**config.mk**
```make
export PLATFORM = sky130hd
export DESIGN_NAME = div_seq_q
export DESIGN_NICKNAME = d
export VERILOG_FILES = /design/src/rtl/div_seq_q.sv
export SDC_FILE = /design/constraint.sdc
export NUM_CORES = 1
export LEC_CHECK = 0
export BUFFER_PORTS_ARGS = -buffer_cell sky130_fd_sc_hd__buf_2
export CAP_MARGIN = 15
export CORE_UTILIZATION = 35
export DETAILED_ROUTE_END_ITERATION = 7
export PLACE_DENSITY_LB_ADDON = 0.08
export SETUP_SLACK_MARGIN = 0.5
export SLEW_MARGIN = 20
export SYNTH_ARGS = -nofsm -noshare
export SYNTH_HDL_FRONTEND = slang
export SYNTH_SLANG_ARGS = --single-unit
export TNS_END_PERCENT = 5
```
**constraint.sdc**
```tcl
create_clock -name clk -period 3.5 [get_ports clk]
set_input_delay 0.35 -clock clk [delete_from_list [all_inputs] [get_ports clk]]
set_output_delay 0.35 -clock clk [all_outputs]
set_load 0.03 [all_outputs]
```
**src/rtl/div_seq_q.sv**
```systemverilog
// Sequential radix-2 restoring fixed-point divider: qout = ain * 2^FB / bin.
// Optional signed operands, round-half-up, divide-by-zero and saturating overflow.
module div_seq_q #(
    parameter int AW  = 16,
    parameter int BW  = 16,
    parameter int QW  = 24,
    parameter int FB  = 23,
    parameter int SGN = 0,
    parameter int RND = 0
) (
    input  logic          clk,
    input  logic          rst_n,
    input  logic [AW-1:0] ain,
    input  logic [BW-1:0] bin,
    input  logic          iv,
    output logic          rdy,
    output logic [QW-1:0] qout,
    output logic          ov,
    output logic          dz,
    output logic          ovf
);
    localparam int N    = QW + RND;
    localparam int AMW  = AW + 1;
    localparam int BMW  = BW + 1;
    localparam int RW   = BMW + 1;
    localparam int CW   = AMW + BMW + QW + FB + 2;
    localparam int CNTW = $clog2(N + 1);

    typedef enum logic [1:0] {IDLE, RUN, DONE} state_t;

    state_t          state_q, state_d;
    logic [CNTW-1:0] cnt_q, cnt_d;
    logic [BMW-1:0]  rem_q, rem_d;
    logic [N-1:0]    num_q, num_d;
    logic [BMW-1:0]  div_q, div_d;
    logic            neg_q, neg_d;
    logic            dzp_q, dzp_d;
    logic            ovp_q, ovp_d;
    logic [QW-1:0]   qout_q, qout_d;
    logic            dz_q, dz_d;
    logic            ovf_q, ovf_d;
    logic            ov_q, ov_d;

    logic            a_neg, b_neg;
    logic [AMW-1:0]  a_ext, a_mag;
    logic [BMW-1:0]  b_ext, b_mag;
    logic            ovf_cmp;
    logic [RW-1:0]   sh;
    logic            qbit;
    logic            rbit;
    logic [QW:0]     mag;
    logic [QW:0]     lim;
    logic [QW-1:0]   sat_pos;
    logic            ovf_all;

    // Operand magnitudes carry one extra bit so |-2^(AW-1)| stays exact.
    always_comb begin
        a_neg   = (SGN != 0) && ain[AW-1];
        b_neg   = (SGN != 0) && bin[BW-1];
        a_ext   = {a_neg, ain};
        b_ext   = {b_neg, bin};
        a_mag   = a_neg ? -a_ext : a_ext;
        b_mag   = b_neg ? -b_ext : b_ext;
        ovf_cmp = (CW'(a_mag) << FB) >= (CW'(b_mag) << (QW - SGN));
        sh      = {rem_q, num_q[N-1]};
        qbit    = sh >= RW'(div_q);
        rbit    = (RND != 0) ? num_q[0] : 1'b0;
        mag     = (QW+1)'(num_q >> RND) + (QW+1)'(rbit);
        lim     = (QW+1)'(1) << (QW - SGN);
        sat_pos = QW'(lim - (QW+1)'(1));
        ovf_all = ovp_q | dzp_q | (mag >= lim);
    end

    // Upper dividend bits seed the remainder; the rest shift in while quotient bits shift out.
    always_comb begin
        state_d = state_q;
        cnt_d   = cnt_q;
        rem_d   = rem_q;
        num_d   = num_q;
        div_d   = div_q;
        neg_d   = neg_q;
        dzp_d   = dzp_q;
        ovp_d   = ovp_q;
        qout_d  = qout_q;
        dz_d    = dz_q;
        ovf_d   = ovf_q;
        ov_d    = 1'b0;
        case (state_q)
            IDLE: begin
                if (iv) begin
                    state_d = RUN;
                    cnt_d   = CNTW'(N - 1);
                    rem_d   = BMW'((CW'(a_mag) << (FB + RND)) >> N);
                    num_d   = N'(CW'(a_mag) << (FB + RND));
                    div_d   = b_mag;
                    neg_d   = a_neg ^ b_neg;
                    dzp_d   = (bin == '0);
                    ovp_d   = ovf_cmp;
                end
            end
            RUN: begin
                rem_d = qbit ? BMW'(sh - RW'(div_q)) : BMW'(sh);
                num_d = {num_q[N-2:0], qbit};
                if (cnt_q == '0) begin
                    state_d = DONE;
                end else begin
                    cnt_d = cnt_q - CNTW'(1);
                end
            end
            DONE: begin
                state_d = IDLE;
                ov_d    = 1'b1;
                dz_d    = dzp_q;
                ovf_d   = ovf_all;
                if (ovf_all) begin
                    qout_d = neg_q ? -sat_pos : sat_pos;
                end else begin
                    qout_d = neg_q ? -mag[QW-1:0] : mag[QW-1:0];
                end
            end
            default: state_d = IDLE;
        endcase
    end

    always_ff @(posedge clk or negedge rst_n) begin
        if (!rst_n) begin
            state_q <= IDLE;
            cnt_q   <= '0;
            rem_q   <= '0;
            num_q   <= '0;
            div_q   <= '0;
            neg_q   <= 1'b0;
            dzp_q   <= 1'b0;
            ovp_q   <= 1'b0;
            qout_q  <= '0;
            dz_q    <= 1'b0;
            ovf_q   <= 1'b0;
            ov_q    <= 1'b0;
        end else begin
            state_q <= state_d;
            cnt_q   <= cnt_d;
            rem_q   <= rem_d;
            num_q   <= num_d;
            div_q   <= div_d;
            neg_q   <= neg_d;
            dzp_q   <= dzp_d;
            ovp_q   <= ovp_d;
            qout_q  <= qout_d;
            dz_q    <= dz_d;
            ovf_q   <= ovf_d;
            ov_q    <= ov_d;
        end
    end

    assign rdy  = (state_q == IDLE);
    assign qout = qout_q;
    assign ov   = ov_q;
    assign dz   = dz_q;
    assign ovf  = ovf_q;

endmodule

```
Yosys cells after proc, flatten, opt, wreduce, memory -nomap -nowiden
Index checks and enable logic that the tools add are counted.
{ "word_totals": {"input_bits": 35, "word_cells": 44, "ff_bits": 93} }
{ "op_classes": {"n_lt_le_gt_ge": 3, "n_mux": 13, "n_reduce_logical": 8, "eq_ne": 5, "add_sub_neg": 2, "n_bitwise": 2} }
{ "ops": {"columns": ["cell", "n"], "rows": [
  ["$mux 24", 2],
  ["$pmux 24 s2", 1],
  ["$ge 39x40->1", 1],
  ["$mux 17", 2],
  ["$pmux 17 s2", 1],
  ["$ge 24x25->1 const B", 1],
  ["$ge 18x16->1", 1],
  ["$sub 17x16->17", 1],
  ["$logic_not 16->1", 1],
  ["$mux 5", 2],
  ["$pmux 5 s2", 1],
  ["$ne 2x2->1 const B", 3],
  ["$reduce_and 2->1", 3],
  ["$logic_not 5->1", 1],
  ["$sub 5x1->5 const B", 1],
  ["$mux 2", 2],
  ["$pmux 2 s2", 1],
  ["$reduce_and 3->1", 1],
  ["$eq 2x1->1 const B", 1],
  ["$eq 2x2->1 const B", 1],
  ["$logic_not 2->1", 1],
  ["$or 1x1->1", 2],
  ["$reduce_bool 2->1", 1],
  ["$mux 1", 1]
]} }

Longest topological paths before layout
Gate-level depths: netlist (run 1).
{ "depth": {"word_depth": 3, "depth_mapped": 12, "ltp_nobuf": 11} }

Worst setup path after synthesis (run 1)
No wires, ideal clock.
{ "synth_timing": {"kind": "reg-to-reg", "startpoint": "register num_q[23]", "endpoint": "register rem_q[13]", "path_buffers": 1, "setup_time_ns": 0.126, "arrival_ns": 2.522, "stages_incl_launch_ff": 12, "setup_slack_ns": 0.852, "path_cell_list": "dfrtp_1 inv_1 ha_1 inv_1 fa_1 a21o_1 a221oi_2 o211ai_4 a31oi_4 o41ai_4 buf_6 o311a_1"} }
{ "synth_via": {"elab_chain_len": 3, "elab_cells_between_ends": 4, "classes_between": "1 x add/sub; 1 x order compare; 2 x mux"} }
{ "synth_rtl": {"columns": ["element", "line", "rtl"], "rows": [
  ["start, declared", "34", "logic [N-1:0] num_q, num_d;"],
  ["start signal, assigned", "143", "num_q <= num_d;"],
  ["$sub 17x16->17 / $ge 18x16->1 (equally long branches)", "102, 66", null],
  ["$mux 17 *", "102", "rem_d = qbit ? BMW'(sh - RW'(div_q)) : BMW'(sh);"],
  ["$pmux 17 s2 *", "88", "case (state_q)"],
  ["end signal, assigned", "142", "rem_q <= rem_d;"],
  ["end, declared", "33", "logic [BMW-1:0] rem_q, rem_d;"]
]} }
Mark *: on every way between the ends. The rest lies on a longest branch, timed or not.
A chain may end at the register's enable or synchronous reset.

Worst setup path in the final report (run 1)
{ "layout_timing": {"startpoint": "register num_q[23]", "endpoint": "register rem_q[0]"} }
Same word-level chain as after synthesis.

==> metrics.md, run 1 <==
| Metric | Value |
|---|---|
| EDFF count, synth | `0` |
| Simple-gate share of the synthesized area | `0.224` |
| Hpwl dp | `9070 um` |
| 1st-iter DRT viols | `182` |
| Clock root buffer | `clkbuf_16` |
| Arrival @ worst endpoint | `3.13 ns` |
| Startpoint types | `flip-flop` |
| Cell area after layout | `0.00595 mm^2` |
| Placement Cell Area | `0.00566 mm^2` |
| Final Net Count | `722` |
| Die Y | `124 um` |
| IO buf count | `62` |
| Compound-Gate Fraction of Synth Area | `0.150` |
| RSZ-0062 raised after global routing | `true` |
| Rel. slew slack | `0.300` |
| Placeable Area | `0.0145 mm^2` |
| Clock latency on the worst-skew pair | `0.35 ns` |
| DRC violations left | `0` |
| Mean area per synthesized cell | `8.60 um^2` |
| DIE WIDTH | `124 um` |
| # rows | `44` |
| Adder-cell share of the synthesized area | `0.0835` |
| Mux cell area share after synthesis | `0.0135` |
| Final setup fails | `0` |
| Post-layout min period | `2.86 ns` |
| Yosys top cell by area | `dfrtp_1` |
| Synth top area cells | `dfrtp_1, nand2_1, ha_1` |
| Max rail drop VDD | `332 uV` |
| Setup Skew | `0.00663 ns` |
| Yosys top cell area share | `0.449` |
| Synth Register Bits | `93` |
| Ant diodes | `0` |
| Syn Inst Count | `603` |
| RD Place Congestion | `0.837` |
| Max Fclk | `0.349 GHz` |
| Full die area | `0.0153 mm^2` |
| Leak | `0.00286 uW` |
| Vias in the first global route | `4,152` |
| Max-cap violations | `0` |
| Fraction of the cycle the final worst path needs | `0.818` |
| CP Max Fanout | `11` |
| Nature of the critical path endpoint | `flip-flop` |
| CTS max path bufs | `2` |
| Critical path class | `flip-flop to flip-flop` |
| Share of cells above drive strength 1 | `0.155` |
| Initial Util | `0.358` |
| Total Wirelength | `12,900 um` |
| Netlist Area Pre-Place | `0.00519 mm^2` |
| Largest net degree at the start of global routing | `69` |
| Unique cell type count in the Yosys netlist | `51` |
| Synth Area in XOR/XNOR | `0.0253` |
| Io pins | `63` |
| Slew @ Worst Pin | `1.05 ns` |
| Main combinational cell family by area after synthesis | `simple AND/OR/NAND/NOR gates` |
| WP data required | `3.76 ns` |
| First-pass GRT wire length | `21,000 um` |
| Drt via density | `5.07` |
| Overflow after GRT | `0` |
| Clock sinks | `93` |
| Initial antenna violation count | `0` |
| Clock slew at reported path FFs | `0.07 ns` |
| Max H-tree Level | `3` |
| Drt first pass iters | `4` |
| CTS tree | `yes` |
| Syn nets | `672` |
| Wire per inst | `15.4 um` |
| Worst Hold Class | `input port to async pin` |
| TritonCTS Buffers | `9` |
| Ys Warns | `0` |
| Hold Fails Final Rpt | `0` |
| Pins over their slew limit | `0` |
| Post-synthesis async set-or-reset flop share | `1.00` |
| Final ANT Viol Nets | `0` |
| Most used DFF post-synth | `dfrtp_1` |
| Status | `finished, final reports clean` |
| Total number of vias | `4,272` |
| Layout area overhead | `14.8%` |
| P per Cell Area | `1020 mW/mm^2` |
| Seq/Total Area, Yosys | `0.449` |
| Total GRT Usage | `0.181` |
| Hold Buf Count CTS | `0` |
| Setup TNS | `0 ns` |
## Yosys cell counts, types with 2 or more instances
cell type	n
o21ai_1	2
dfrtp_1	93
nor2b_1	3
buf_6	2
clkbuf_1	24
inv_1	37
o311a_1	2
xnor2_1	10
nor3_1	7
and3_2	3
o21ai_0	50
buf_2	4
nand3_1	44
buf_1	3
o21a_1	4
nand2b_1	5
nor4_1	6
xor2_1	5
o211ai_1	2
nor2_1	13
and2_1	3
o221ai_1	2
mux2i_1	7
ha_1	33
nand4_1	6
a31oi_1	8
o31ai_1	6
a21oi_1	22
nand2_1	165
a21o_1	5
a211oi_2	2
and3_1	6
## metrics by stage
stage / cells / utilization / hold WS (ns) / setup WS [ns] / total power [uW]
2_1_floorplan: 603 / - / 0.0544 / 0.852 / 4390
3_3_place_gp: 825 / 0.391 / 0.457 / 0.596 / 5070
3_5_place_dp: 825 / 0.391 / 0.472 / 0.499 / 5120
4_1_cts: 841 / 0.411 / 0.156 / 0.527 / 6120
5_1_grt: 842 / 0.411 / 0.182 / 0.496 / 6600
6_report: 842 / 0.411 / 0.113 / 0.636 / 6070
## worst paths after layout
path / startpoint / slack, ns / cells after the start / endpoint
max in group asynchronous: rst_n / 2.62 / 2 / qout[1]$_DFFE_PN0P_
min: rst_n / 0.11 / 1 / qout[9]$_DFFE_PN0P_
max reg2reg: num_q[23]$_DFFE_PN0P_ / 0.64 / 12 / rem_q[0]$_DFFE_PN0P_
min in group clk: bin[8] / 0.24 / 3 / div_q[8]$_DFFE_PN0P_
min reg2reg: ovf$_DFFE_PN0P_ / 0.48 / 2 / ovf$_DFFE_PN0P_
max: num_q[23]$_DFFE_PN0P_ / 0.64 / 12 / rem_q[0]$_DFFE_PN0P_
## critical path, cell delays in order, from the launching register on
cell	delay, ns
dfrtp_1	0.39
inv_1	0.10
ha_1	0.17
inv_1	0.05
fa_1	0.39
a21o_1	0.24
a221oi_4	0.34
o211ai_4	0.13
a31oi_4	0.26
o41ai_4	0.10
buf_4	0.21
and3_2	0.22
a211oi_2	0.18
## flip-flops by register name, summed over array words and instances, names as in the netlist
name	flops
cnt_q	5
ovp_q	1
div_q	16
state_q	2
ovf	1
dzp_q	1
rem_q	17
num_q	24
dz	1
qout	24
ov	1
## layout make-up
type / count / area (um^2)
Timing Repair Buffer: 72 / 388
Tap cell: 184 / 230
Inverter: 38 / 143
Clock inverter: 7 / 50.0
Sequential cell: 93 / 2330
Fill cell: 1474 / 8520
Clock buffer: 9 / 225
Multi-Input combinational cell: 439 / 2590
## routing by layer
metal / vias to the layer above / GRT usage / share of wire
met3: 12 / 0.0256 / 0.030
li1: 2158 / - / -
met5: - / 0 / 0
met1: 2033 / 0.235 / 0.48
met2: 69 / 0.305 / 0.48
met4: 0 / 0.0655 / 0.014
## cell usage in the layout (no fill, tap or decap), drive strengths merged, types with 7 or more instances in the layout
cell,count
ha,33
inv,38
nand2,165
a21oi,22
clkbuf,9
dfrtp,93
xnor2,10
nand3,44
a31oi,9
and3,9
mux2i,7
clkinv,7
nor2,13
nor3,7
o21ai,52
buf,72
## where the power goes
part	internal (uW)	leakage [uW]	switching, uW
clock network	485	0.000140	450
logic	1350	0.00160	1990
registers	1510	0.00112	279
## repair_timing
action                     4_1_cts  5_1_grt
hold endpoints to repair         0        0
setup buffers                    0        1
resized for setup                1        0
pin swaps                        0        1
setup endpoints to repair        3        9
## kinds of logic after synthesis
| kind of cell | count (synthesis) |
|---|---|
| simple gates | 265 |
| buf+inv | 71 |
| compound gates | 118 |
| flops | 93 |
| xor+xnor | 15 |
| mux | 7 |
| fa+ha+maj | 34 |
Note: power is estimated with default switching activity, not from simulation.
==> inputs of run 2 (changes only) <==
- clock period: 3.5 -> 2.6 ns (I/O delays scaled with it)
==> metrics.md, run 2 (synthesis results as in run 1) <==
| Metric | Value |
|---|---|
| Drt via density | `5.04` |
| CTS tree | `yes` |
| Status | `finished, violations left` |
| Total number of vias | `4,468` |
| Number of fill cells | `1,430` |
| Final ANT Viol Nets | `0` |
| Clock root buffer | `clkbuf_16` |
| Initial antenna violation count | `0` |
| Clock latency on the worst-skew pair | `0.35 ns` |
| Pins over their slew limit | `0` |
| Worst hold slack | `0.152 ns` |
| Most frequent cells in the layout | `nand2_1, dfrtp_1, buf_2, buf_4, o21ai_0` |
| Initial Util | `0.358` |
| Final Net Count | `767` |
| Post-layout util | `0.441` |
| TritonCTS Buffers | `9` |
| RSZ-0062 raised after global routing | `true` |
| Worst Hold Class | `input port to flip-flop` |
| Clock slew at reported path FFs | `0.07 ns` |
| Largest net degree at the start of global routing | `46` |
| Rel. slew slack | `0.301` |
| Sequential power share | `0.266` |
| RD Place Congestion | `0.781` |
| Io pins | `63` |
| Max-cap violations | `0` |
| Die Y | `124 um` |
| Post-layout min period | `2.63 ns` |
| # rows | `44` |
| Startpoint types | `flip-flop` |
| Most common cell after layout, fill and taps aside | `nand2_1` |
| Max Fclk | `0.381 GHz` |
| Layout area overhead | `23.0%` |
| Final setup fails | `6` |
| Setup Skew | `0.00606 ns` |
| Hold Fails Final Rpt | `0` |
| Failing checks | `setup timing` |
| Comb power frac | `0.597` |
| CTS max path bufs | `2` |
| WP data required | `2.83 ns` |
| Clock power share | `0.137` |
| Share of cells above drive strength 1 | `0.216` |
| Placeable Area | `0.0145 mm^2` |
| Max rail drop VDD | `475 uV` |
| Fraction of the cycle the final worst path needs | `1.01` |
| Overflow after GRT | `0` |
| Final WS setup | `-0.0271 ns` |
| Wire per inst | `15.3 um` |
| Power Internal | `5130 uW` |
| Leak | `0.00307 uW` |
| Hpwl dp | `9880 um` |
| Arrival @ worst endpoint | `2.86 ns` |
| Vias in the first global route | `4,405` |
| CP Max Fanout | `6` |
| DRC violations left | `0` |
| Nature of the critical path endpoint | `flip-flop` |
| Critical path class | `flip-flop to flip-flop` |
| IO buf count | `62` |
| Max H-tree Level | `3` |
| Pre-CTS setup slack | `-0.218 ns` |
| Drt first pass iters | `5` |
| Total GRT Usage | `0.192` |
| Total Wirelength | `13,500 um` |
| Slew @ Worst Pin | `1.05 ns` |
| P per Cell Area | `1420 mW/mm^2` |
| Net Sw Power | `3920 uW` |
| Clock sinks | `93` |
| Full die area | `0.0153 mm^2` |
| First-pass GRT wire length | `22,300 um` |
| Ant diodes | `0` |
| 1st-iter DRT viols | `245` |
| DIE WIDTH | `124 um` |
| Sw Ratio | `0.433` |
## run 2: path summary, 6_finish.rpt
path / to / depth (start not counted) / startpoint / slack (ns)
hold / removal: div_q[8]$_DFFE_PN0P_ / 3 / bin[8] / 0.15
setup reg to reg: rem_q[13]$_DFFE_PN0P_ / 11 / num_q[23]$_DFFE_PN0P_ / -0.03
hold reg to reg: ovf$_DFFE_PN0P_ / 2 / ovf$_DFFE_PN0P_ / 0.47
setup / recovery: rem_q[13]$_DFFE_PN0P_ / 11 / num_q[23]$_DFFE_PN0P_ / -0.03
max in group asynchronous: rem_q[1]$_DFFE_PN0P_ / 3 / rst_n / 1.51
min in group asynchronous: qout[9]$_DFFE_PN0P_ / 2 / rst_n / 0.44
## run 2: power by group through the flow
stage               clock, uW  sequential, uW  combinational (uW)
floorplan                   0            2510                3450
global placement            0            2420                5170
detailed placement          0            2430                5210
CTS                      1280            2410                5350
global route             1340            2490                6040
finish                   1240            2410                5400
## run 2: worst max-delay path, stage by stage (launching register included)
cell and delay [ns]:
dfrtp_1 0.39, inv_2 0.06, ha_1 0.14, inv_1 0.05
fa_2 0.34, a21o_1 0.22, a221oi_4 0.33, o211ai_4 0.12
a31oi_4 0.21, o41ai_4 0.13, buf_4 0.23, o311a_1 0.28
## run 2: repair_timing
action / 4_1_cts / 5_1_grt
hold buffers: 1 / 0
hold endpoints to repair: 40 / 0
gates resized for setup: 3 / 6
setup buffers: 2 / 1
endpoints found under the setup margin: 18 / 18
cloned: 1 / 0
pin swaps: 6 / 4
## run 2: final cells by class
class,instances,area (um^2),area share
Multi-Input combinational cell,440,2660,0.417
Inverter,38,143,0.0224
Clock inverter,5,36.3,0.00569
Clock buffer,11,233,0.0365
Sequential cell,93,2330,0.365
Timing Repair Buffer,116,749,0.117
Tap cell,184,230,0.0361
## run 2: metal layers
| metal | vias to the layer above | wire length [um] | track usage |
|---|---|---|---|
| met5 | - | 0 | 0 |
| met4 | 0 | 159 | 0.0715 |
| met3 | 10 | 475 | 0.0275 |
| met2 | 80 | 6510 | 0.311 |
| met1 | 2115 | 6390 | 0.259 |
| li1 | 2263 | - | - |
## run 2: through the flow
stage,power (uW),TNS [ns],instances,cell area (um^2)
3_3_place_gp,7580,-1.20,866,6010
6_report,9050,-0.0772,887,6380
4_1_cts,9040,-0.589,886,6330
5_1_grt,9870,-1.70,887,6380
2_1_floorplan,5960,0,603,5200
3_5_place_dp,7630,-1.75,866,6010
==> inputs of run 3 (changes only) <==
- CELL_PAD_IN_SITES_DETAIL_PLACEMENT: unset -> 1
- CELL_PAD_IN_SITES_GLOBAL_PLACEMENT: unset -> 2
- CORE_UTILIZATION: 35 -> 32
- GPL_TIMING_DRIVEN: unset -> 0
==> metrics.md, run 3 (synthesis results as in run 1) <==
| Metric | Value |
|---|---|
| Status | `finished, violations left` |
| Failing checks | `setup timing` |
| Startpoint types | `flip-flop` |
| Layout area overhead | `22.9%` |
| Pre-CTS setup slack | `-0.387 ns` |
| Worst-case reg-to-reg path depth | `11` |
| RD Place Congestion | `0.825` |
| WP data required | `2.83 ns` |
| 1st-iter DRT viols | `121` |
| Die Y | `129 um` |
| Share of cells above drive strength 1 | `0.189` |
| Full die area | `0.0167 mm^2` |
| Io pins | `63` |
| Final ANT Viol Nets | `0` |
| IO buf count | `62` |
| DIE WIDTH | `129 um` |
| TritonCTS Buffers | `9` |
| Worst Hold Depth | `3` |
| Fraction of the cycle the final worst path needs | `1.02` |
| Drt first pass iters | `4` |
| Initial Util | `0.328` |
| Clock root buffer | `clkbuf_16` |
| Hold endpoint | `div_q[9]$_DFFE_PN0P_` |
| Ant diodes | `0` |
| RSZ-0062 raised after global routing | `true` |
| Drt via density | `5.03` |
| R2R Path End | `rem_q[4]$_DFFE_PN0P_` |
| CTS max path bufs | `2` |
| Post-layout min period | `2.64 ns` |
| P per Cell Area | `1440 mW/mm^2` |
| Worst hold slack | `0.157 ns` |
| Initial antenna violation count | `0` |
| Cell area after layout | `0.00637 mm^2` |
| Placeable Area | `0.0158 mm^2` |
| Register area | `0.00233 mm^2` |
| Slew @ Worst Pin | `0.810 ns` |
| Most frequent cells in the layout | `nand2_1, dfrtp_1, buf_2, o21ai_0, nand3_1` |
| Leak | `0.00300 uW` |
| CTS tree | `yes` |
| Rel. slew slack | `0.460` |
| Pins over their slew limit | `0` |
| First-pass GRT wire length | `25,600 um` |
| Vias in the first global route | `4,792` |
| Largest net degree at the start of global routing | `59` |
| Max Fclk | `0.378 GHz` |
| Setup Skew | `0.00982 ns` |
| DRC violations left | `0` |
| Total number of vias | `4,591` |
| Clock slew at reported path FFs | `0.07 ns` |
| Max-cap violations | `0` |
| Number of fill cells | `1,892` |
| Max H-tree Level | `3` |
| Hold Fails Final Rpt | `0` |
| Final setup fails | `10` |
| Wire per inst | `17.5 um` |
| Total GRT Usage | `0.204` |
| # rows | `46` |
| Max rail drop VDD | `519 uV` |
| Worst Hold Class | `input port to flip-flop` |
| Critical path class | `flip-flop to flip-flop` |
| Hpwl dp | `11,800 um` |
| Final Net Count | `761` |
| Overflow after GRT | `0` |
| CP Max Fanout | `5` |
| Most common cell after layout, fill and taps aside | `nand2_1` |
| Total Wirelength | `16,000 um` |
| FF-to-FF setup slack | `-0.04 ns` |
| Arrival @ worst endpoint | `2.87 ns` |
| Worst Hold Launch | `bin[9]` |
| Multi-input logic area | `0.00272 mm^2` |
| Clock latency on the worst-skew pair | `0.35 ns` |
| FF-to-FF Start | `num_q[23]$_DFFE_PN0P_` |
| Clock sinks | `93` |
| Nature of the critical path endpoint | `flip-flop` |
| Final WS setup | `-0.0434 ns` |
| Placement Cell Area | `0.00582 mm^2` |
[run 3: cell types whose count changed in the layout (fill, tap and decap cells not counted), sizes merged]
cell	before	now
clkbuf	11	33
inv	38	39
bufinv	0	1
buf	115	86
clkinvlp	3	2
[run 3: worst max path at each step]
stage	start	cells after the start	slack, ns	to
2_1_floorplan	num_q[23]$_DFFE_PN0P_	11	0.08	rem_q[13]$_DFFE_PN0P_
3_3_place_gp	num_q[23]$_DFFE_PN0P_	12	-0.39	rem_q[13]$_DFFE_PN0P_
3_5_place_dp	num_q[23]$_DFFE_PN0P_	12	-0.39	rem_q[13]$_DFFE_PN0P_
4_1_cts	num_q[23]$_DFFE_PN0P_	11	-0.09	rem_q[4]$_DFFE_PN0P_
5_1_grt	num_q[23]$_DFFE_PN0P_	12	-0.20	rem_q[7]$_DFFE_PN0P_
6_report	num_q[23]$_DFFE_PN0P_	11	-0.04	rem_q[4]$_DFFE_PN0P_
[run 3: report_power, final]
group	switching (uW)	leakage [uW]	internal, uW
Clock	617	0.000141	756
Combinational	3160	0.00174	2220
Sequential	419	0.00112	2040
Total	4190	0.00300	5010
[run 3: through the flow]
stage / utilization / cells / power (uW) / TNS (ns)
2_1_floorplan: - / 603 / 5960 / 0
3_3_place_gp: 0.365 / 881 / 7130 / -5.35
3_5_place_dp: 0.367 / 882 / 7270 / -5.28
4_1_cts: 0.400 / 912 / 9180 / -0.844
5_1_grt: 0.403 / 913 / 9960 / -2.11
6_report: 0.403 / 913 / 9210 / -0.218
[run 3: what timing repair did]
action                     in CTS  in global routing
cloned                          2                  0
hold buffers                    1                  0
setup buffers                  11                  1
gates resized for setup        25                 11
setup endpoints to repair      55                 30
hold endpoints to repair       35                  0
pin swaps                      14                  2
[run 3: cell type report]
class,instances,share of cell area
repair buffers,77,0.0715
inverters,38,0.0224
well taps,216,0.0424
clock buffers,10,0.0359
multi-input cells,440,0.427
clock inverters,6,0.0110
plain buffers,33,0.0245
flip-flops and latches,93,0.365
[run 3: worst max-delay path, cell delays in order (launching register included)]
cell	delay, ns
dfrtp_1	0.40
inv_2	0.08
ha_4	0.13
inv_2	0.04
fa_2	0.36
a21o_1	0.23
a221oi_4	0.30
o211ai_4	0.12
a31oi_4	0.23
o41ai_4	0.13
buf_4	0.21
o311a_1	0.29
[run 3: metal layers]
layer | GRT usage | wire [um] | vias up
met5 | 0 | 0 | -
met4 | 0.0976 | 495 | 0
met3 | 0.0202 | 295 | 26
met2 | 0.363 | 7990 | 64
met1 | 0.247 | 7190 | 2251
li1 | - | - | 2250
